`src/rtl/control_sequencer.sv`:
```
// Hardwired control unit for ALU_System: fetches a 16-bit instruction low byte first,
// then decodes and executes it. Define CU_STACK_EN to enable PUSH (0xE) and POP (0xF).
module control_sequencer #(
  parameter logic [3:0] ALU_PASSA = 4'd0,
  parameter logic [3:0] ALU_ADD   = 4'd4,
  parameter logic [3:0] ALU_SUB   = 4'd6,
  parameter logic [3:0] ALU_AND   = 4'd7,
  parameter logic [3:0] ALU_OR    = 4'd8
) (
  input  logic        Clock,
  input  logic        Reset,
  input  logic [15:0] IROut,
  input  logic [3:0]  ALUOutFlag,
  output logic [2:0]  RF_OutASel,
  output logic [2:0]  RF_OutBSel,
  output logic [1:0]  RF_FunSel,
  output logic [3:0]  RF_RSel,
  output logic [3:0]  RF_TSel,
  output logic [3:0]  ALU_FunSel,
  output logic [1:0]  ARF_OutCSel,
  output logic [1:0]  ARF_OutDSel,
  output logic [1:0]  ARF_FunSel,
  output logic [3:0]  ARF_RegSel,
  output logic        IR_LH,
  output logic        IR_Enable,
  output logic [1:0]  IR_Funsel,
  output logic        Mem_WR,
  output logic        Mem_CS,
  output logic [1:0]  MuxASel,
  output logic [1:0]  MuxBSel,
  output logic        MuxCSel,
  output logic        Halted,
  output logic [2:0]  State
);

  typedef enum logic [2:0] {
    S_INIT    = 3'd0,
    S_FETCH_L = 3'd1,
    S_FETCH_H = 3'd2,
    S_EXEC    = 3'd3,
    S_EXEC2   = 3'd4,
    S_HALT    = 3'd5
  } state_t;

  localparam logic [3:0] OP_LDI  = 4'h0;
  localparam logic [3:0] OP_LDM  = 4'h1;
  localparam logic [3:0] OP_STM  = 4'h2;
  localparam logic [3:0] OP_LDAR = 4'h3;
  localparam logic [3:0] OP_ADD  = 4'h4;
  localparam logic [3:0] OP_SUB  = 4'h5;
  localparam logic [3:0] OP_AND  = 4'h6;
  localparam logic [3:0] OP_OR   = 4'h7;
  localparam logic [3:0] OP_INC  = 4'h8;
  localparam logic [3:0] OP_DEC  = 4'h9;
  localparam logic [3:0] OP_BRA  = 4'hA;
  localparam logic [3:0] OP_BNE  = 4'hB;
  localparam logic [3:0] OP_BEQ  = 4'hC;
  localparam logic [3:0] OP_HLT  = 4'hD;
  localparam logic [3:0] OP_PUSH = 4'hE;
  localparam logic [3:0] OP_POP  = 4'hF;

  localparam logic [1:0] FN_CLR  = 2'b00;
  localparam logic [1:0] FN_LOAD = 2'b01;
  localparam logic [1:0] FN_DEC  = 2'b10;
  localparam logic [1:0] FN_INC  = 2'b11;

  localparam logic [1:0] ARF_PC = 2'b00;
  localparam logic [1:0] ARF_AR = 2'b01;
  localparam logic [1:0] ARF_SP = 2'b10;

  localparam logic [3:0] REG_PC = 4'b1000;
  localparam logic [3:0] REG_AR = 4'b0100;
  localparam logic [3:0] REG_SP = 4'b0010;

  localparam logic [1:0] MUX_ALU = 2'b00;
  localparam logic [1:0] MUX_MEM = 2'b01;
  localparam logic [1:0] MUX_IMM = 2'b10;

  state_t state_q, state_d;

  logic [3:0] opcode;
  logic [1:0] rx, rs;
  logic [3:0] rx_onehot;
  logic       z_flag;
  logic [4:0] unused_bits;

  assign opcode    = IROut[15:12];
  assign rx        = IROut[9:8];
  assign rs        = IROut[1:0];
  assign rx_onehot = 4'b1000 >> rx;
  assign z_flag    = ALUOutFlag[3];
  assign unused_bits = {ALUOutFlag[2:0], IROut[11:10]};

  assign State = state_q;

  always_comb begin
    state_d = state_q;
    case (state_q)
      S_INIT:    state_d = S_FETCH_L;
      S_FETCH_L: state_d = S_FETCH_H;
      S_FETCH_H: state_d = S_EXEC;
      S_EXEC: begin
        if (opcode == OP_HLT) state_d = S_HALT;
`ifdef CU_STACK_EN
        else if (opcode == OP_POP) state_d = S_EXEC2;
`endif
        else state_d = S_FETCH_L;
      end
      S_EXEC2:   state_d = S_FETCH_L;
      S_HALT:    state_d = S_HALT;
      default:   state_d = S_INIT;
    endcase
  end

  always_ff @(posedge Clock or negedge Reset) begin
    if (!Reset) state_q <= S_INIT;
    else        state_q <= state_d;
  end

  // Outputs are a pure decode of the current state and instruction so that a
  // reset drops every write enable in the same instant it lowers State.
  always_comb begin
    RF_OutASel  = 3'd0;
    RF_OutBSel  = 3'd0;
    RF_FunSel   = FN_CLR;
    RF_RSel     = 4'b0000;
    RF_TSel     = 4'b0000;
    ALU_FunSel  = ALU_PASSA;
    ARF_OutCSel = ARF_PC;
    ARF_OutDSel = ARF_PC;
    ARF_FunSel  = FN_CLR;
    ARF_RegSel  = 4'b0000;
    IR_LH       = 1'b0;
    IR_Enable   = 1'b0;
    IR_Funsel   = FN_CLR;
    Mem_WR      = 1'b0;
    Mem_CS      = 1'b1;
    MuxASel     = MUX_ALU;
    MuxBSel     = MUX_ALU;
    MuxCSel     = 1'b0;
    Halted      = 1'b0;

    case (state_q)
      S_INIT: begin
        ARF_RegSel = REG_PC;
        ARF_FunSel = FN_CLR;
      end
      S_FETCH_L, S_FETCH_H: begin
        Mem_CS      = 1'b0;
        ARF_OutDSel = ARF_PC;
        IR_Enable   = 1'b1;
        IR_Funsel   = FN_LOAD;
        IR_LH       = (state_q == S_FETCH_H);
        ARF_RegSel  = REG_PC;
        ARF_FunSel  = FN_INC;
      end
      S_EXEC: begin
        case (opcode)
          OP_LDI: begin
            RF_RSel   = rx_onehot;
            RF_FunSel = FN_LOAD;
            MuxASel   = MUX_IMM;
          end
          OP_LDM: begin
            ARF_OutDSel = ARF_AR;
            Mem_CS      = 1'b0;
            MuxASel     = MUX_MEM;
            RF_RSel     = rx_onehot;
            RF_FunSel   = FN_LOAD;
          end
          OP_STM: begin
            RF_OutASel  = {1'b0, rx};
            MuxCSel     = 1'b0;
            ALU_FunSel  = ALU_PASSA;
            ARF_OutDSel = ARF_AR;
            Mem_CS      = 1'b0;
            Mem_WR      = 1'b1;
          end
          OP_LDAR: begin
            ARF_RegSel = REG_AR;
            ARF_FunSel = FN_LOAD;
            MuxBSel    = MUX_IMM;
          end
          OP_ADD, OP_SUB, OP_AND, OP_OR: begin
            RF_OutASel = {1'b0, rx};
            RF_OutBSel = {1'b0, rs};
            MuxCSel    = 1'b0;
            MuxASel    = MUX_ALU;
            RF_RSel    = rx_onehot;
            RF_FunSel  = FN_LOAD;
            case (opcode)
              OP_ADD:  ALU_FunSel = ALU_ADD;
              OP_SUB:  ALU_FunSel = ALU_SUB;
              OP_AND:  ALU_FunSel = ALU_AND;
              default: ALU_FunSel = ALU_OR;
            endcase
          end
          OP_INC: begin
            RF_RSel   = rx_onehot;
            RF_FunSel = FN_INC;
          end
          OP_DEC: begin
            RF_RSel   = rx_onehot;
            RF_FunSel = FN_DEC;
          end
          OP_BRA, OP_BNE, OP_BEQ: begin
            // Z reflects the most recent ALU instruction.
            if ((opcode == OP_BRA) ||
                (opcode == OP_BNE && !z_flag) ||
                (opcode == OP_BEQ &&  z_flag)) begin
              ARF_RegSel = REG_PC;
              ARF_FunSel = FN_LOAD;
              MuxBSel    = MUX_IMM;
            end
          end
`ifdef CU_STACK_EN
          OP_PUSH: begin
            // Memory sees the pre-decrement SP; the decrement lands on the same edge.
            RF_OutASel  = {1'b0, rx};
            MuxCSel     = 1'b0;
            ALU_FunSel  = ALU_PASSA;
            ARF_OutDSel = ARF_SP;
            Mem_CS      = 1'b0;
            Mem_WR      = 1'b1;
            ARF_RegSel  = REG_SP;
            ARF_FunSel  = FN_DEC;
          end
          OP_POP: begin
            ARF_RegSel = REG_SP;
            ARF_FunSel = FN_INC;
          end
`else
          OP_PUSH, OP_POP: ;
`endif
          default: ;
        endcase
      end
      S_EXEC2: begin
`ifdef CU_STACK_EN
        ARF_OutDSel = ARF_SP;
        Mem_CS      = 1'b0;
        MuxASel     = MUX_MEM;
        RF_RSel     = rx_onehot;
        RF_FunSel   = FN_LOAD;
`endif
      end
      S_HALT: Halted = 1'b1;
      default: ;
    endcase
  end

endmodule
```
`config.mk`:
```
export PLATFORM = sky130hd
export DESIGN_NAME = control_sequencer
export DESIGN_NICKNAME = d
export VERILOG_FILES = /design/src/rtl/control_sequencer.sv
export SDC_FILE = /design/constraint.sdc
export NUM_CORES = 1
export LEC_CHECK = 0
export ABC_AREA = 1
export CORE_MARGIN = 2
export CORE_UTILIZATION = 28
export CTS_CLUSTER_SIZE = 10
export DETAILED_ROUTE_END_ITERATION = 6
export PLACE_DENSITY = 0.84
export SLEW_MARGIN = 25
export SYNTH_ARGS = -nofsm -noshare
export SYNTH_HDL_FRONTEND = slang
export SYNTH_SLANG_ARGS = --single-unit
```
`constraint.sdc`:
```
create_clock -name Clock -period 2.81 [get_ports Clock]
set_input_delay 0.7025 -clock Clock [delete_from_list [all_inputs] [get_ports Clock]]
set_output_delay 0.7025 -clock Clock [all_outputs]
set_load 0.01 [all_outputs]
```
# Word level (Yosys, flattened, before mapping)
# Index checks and enable logic that the tools add are counted.
# W data, S select, Z words.
# totals
ff_bits	3
input_bits	22
output_inout_bits	45
wordCells	70
# op_classes
n_eq_ne	18
n_shift	1
muxes	34
reduce_logical	16
# op_table
operator	n
$eq A4 B4 Y1 const B	6
$mux W4	5
$eq A4 B3 Y1 const B	4
$mux W2	8
$pmux W4 S2	2
$pmux W3 S5	1
$pmux W2 S2	3
$pmux W4 S3	1
$mux W1	10
$eq A4 B2 Y1 const B	2
$reduce_or A8 Y1	1
$eq A3 B2 Y1 const B	2
$eq A3 B3 Y1 const B	2
$pmux W2 S3	1
$reduce_or A2 Y1	3
$reduce_or A3 Y1	2
$reduce_or A6 Y1	1
$reduce_or A5 Y1	1
$eq A4 B1 Y1 const B	1
$logic_not A4 Y1	1
$pmux W1 S2	2
$reduce_or A4 Y1	1
$shr A4 B2 Y4 const A	1
$eq A3 B1 Y1 const B	1
5 further kinds	7

# Depth between registers and ports, before layout
# depth
ltp_word	7
depth_mapped	6
depth_no_buf	6

# Least setup slack after synthesis
# Ideal clock, no wire load.
# synth_path
path_type	input to output
startpoint	in IROut[12]
endpoint	out Mem_CS
arrival_ns	1.352
slack_ns	0.755
stages	5
path_buffers	1
cell_sequence	buf_2 -> nor2_1 -> nand2_1 -> a21oi_2 -> nor2_1
# synth_via
elab_chain_cells	4
# synth_lines
item	line_no	rtl
start: declaration	12	input logic [15:0] IROut,
$eq A4 B1 Y1 or $eq A4 B2 Y1 (tied branches)	158	case (opcode)
$reduce_or A2 Y1 (no source line) *	n/a	
$mux W1 *	158	
$pmux W1 S2 *	143	case (state_q)
end: declaration	28	output logic Mem_CS,
# Mark *: on every way between the ends. The rest lies on a longest branch, timed or not.

# Worst setup path after layout
# layout_path
startpoint	in ALUOutFlag[3]
endpoint	out ARF_FunSel[0]
# layout_via
elab_chain_cells	7
# layout_lines
item	line_no	rtl
start: declaration	13	input logic [3:0] ALUOutFlag,
$logic_not A1 Y1	209	(opcode == OP_BNE && !z_flag) ||
$logic_and A1 B1 Y1	209	
$logic_or A1 B1 Y1	208	if ((opcode == OP_BRA) ||
$logic_or A1 B1 Y1 *	209	
$mux W1 *	208	
$pmux W1 S2 *	158	
$pmux W2 S2 *	143	
end: declaration	22	output logic [1:0] ARF_FunSel,
# Marked as above.

==> metrics.cfg <==
[run_status]
status=completed

[synth]
synth_warnings=0
avgSynthCellArea_sq_um=6.05
ys_seq_area_share_pct=14.0
synth_enable_flop_cells=0
ys_ff_latch=3
synth_cell_types=25
synth_flop_cell=dfrtp_1
netlist_area_sq_um=538
synthArstFlopShare_pct=100
syn_inst=89

[critical_path]
reg2reg_depth=2
crit_fanout=3
crit_type=primary input to output port
crit_required_ns=2.11
rrSetupSlack_ns=1.79
end_kind=output port
arrival_ns=2.03
start_kind=primary input

[place]
io_buffer_count=41
gp_congestion=0.826
hpwl_microns=1360
pre_cts_ws_ns=-0.189

[timing]
finClkSkew_ns=0.00220
rsz0062_at_grt=no
hold_ws_ns=0.627
setup_ws_ns=0.0778
finalCritPeriodShare_pct=97.2
min_period_ns=2.73
report.final.hold_viol_count=0
fmax_ghz=0.366
maxSlewViolCount=0
finalSetupViolCount=0

[floorplan]
initial_core_util_pct=30.5
coreArea_sq_mm=0.00176
rows=15
die-width_microns=47.8
dieArea_sq_mm=0.00229
dieHeight_microns=47.8
ios=67

[clocking]
cts_setup_buffers=0
cts_sinks=3
cts_tree=done
clk_latency_ns=0.23
cts.path.max_buffers=2
cts_root_buffer=clkbuf_4
clk_pin_slew_ns=0.04
cts_htree_levels=1
cts_made_buffers=3

[final_layout]
synthToLayoutAreaGrowth_pct=84.7
drive_above_1_share_pct=16.8
largest_reg_flops=3
final_common_cell=clkdlybuf4s50_1
num_antenna_cells=0
nNetsFinal=160
final_util_pct=56.3
final_cell_mix=30 x clkdlybuf4s50_1, 14 x conb_1, 11 x nand2_1, 11 x nor2_1

[grt]
grt_pass1_vias=581
grt.overflow.total=0
grt_pass1_wl_microns=2330
antenna_found_initial=0
grt_usage_pct=14.3
grt_max_degree=12

[power]
ir_worst_vdd_mv=0.355
powerDensity_mw_per_mm2=664
leakagePower_nw=0.552
finalPower_w=0.000660

[drt]
drtPass1Iterations=3
wl_microns=1590
drt-wirelength-per-cell_microns=9.79
vias=686
viasPerCell=4.23
ant_nets=0
drcViolationCount=0
drt-initial-drc-count=1

[min_path]
min_path_cells=1
hold_path_class=register to register

[flow_run]
maxCapViolCount=0

Yosys cell counts, types with 2 or more instances:
cell type	number	share of area (%)
o21ai_1	2	1.9
nand3_1	8	7.4
nand2_1	11	7.7
nand2_2	2	2.3
nor2_1	12	8.4
dfrtp_1	3	14
o21ai_0	3	2.8
inv_1	8	5.6
inv_2	2	1.4
nor2_2	2	2.3
buf_4	16	22
nor3_1	7	6.5
kinds of logic after synthesis:
group	count (synthesis)	synth area share (%)
and+or+nand+nor	46	40.0
DFF	3	14.0
other	1	0.697
AOI/OAI and AO/OA	10	11.4
buffers and inverters	29	34.0
power breakdown:
part	internal (W)	leakage (nW)	switching, W	total (W)
clock network	0.0000531	0.0150	0.0000210	0.0000742
logic	0.000257	0.500	0.000233	0.000490
registers	0.0000595	0.0371	0.0000358	0.0000953
total	0.000370	0.552	0.000290	0.000660
final cells by class:
cell class	instances	area, sq um
clock buffer	4	26.3
fill	183	771
inverter	11	46.3
multi-input combinational	70	344
sequential	3	75.1
tap	25	31.3
timing repair buffer	49	470
per-stage QoR:
step                setup TNS (ns)  cell area (sq um)  cells
finish                           0                993    162
CTS                              0                978    162
global route                     0                993    162
global placement             -2.75                952    158
floorplan                        0                587    102
detailed placement           -3.32                952    158
path summary, 6_finish.rpt:
check / startpoint / to
setup / recovery: ALUOutFlag[3] / ARF_FunSel[0]
hold / removal: State[1] / State[0]
setup reg to reg: State[0] / State[2]
hold reg to reg: State[1] / State[0]
max in group asynchronous: Reset / State[2]
min in group asynchronous: Reset / State[1]
what timing repair did:
| action | in CTS | in global routing |
|---|---|---|
| resized for setup | 8 | 12 |
| pin swaps | 0 | 1 |
| setup endpoints to repair | 23 | 12 |
| hold buffers | 0 | 0 |
metal layers:
metal	wire (microns)	track usage, %
met5	0	0
met4	0	5.41
met3	128	3.40
met2	864	26.4
met1	593	15.5
critical path, stage by stage:
cell	delay, ns
clkdlybuf4s50_1	0.43
nand2_1	0.07
nand4_1	0.07
nand2_1	0.07
nand2_1	0.08
nand3_1	0.07
clkdlybuf4s50_1	0.53
Note: power is estimated with default switching activity, not from simulation.
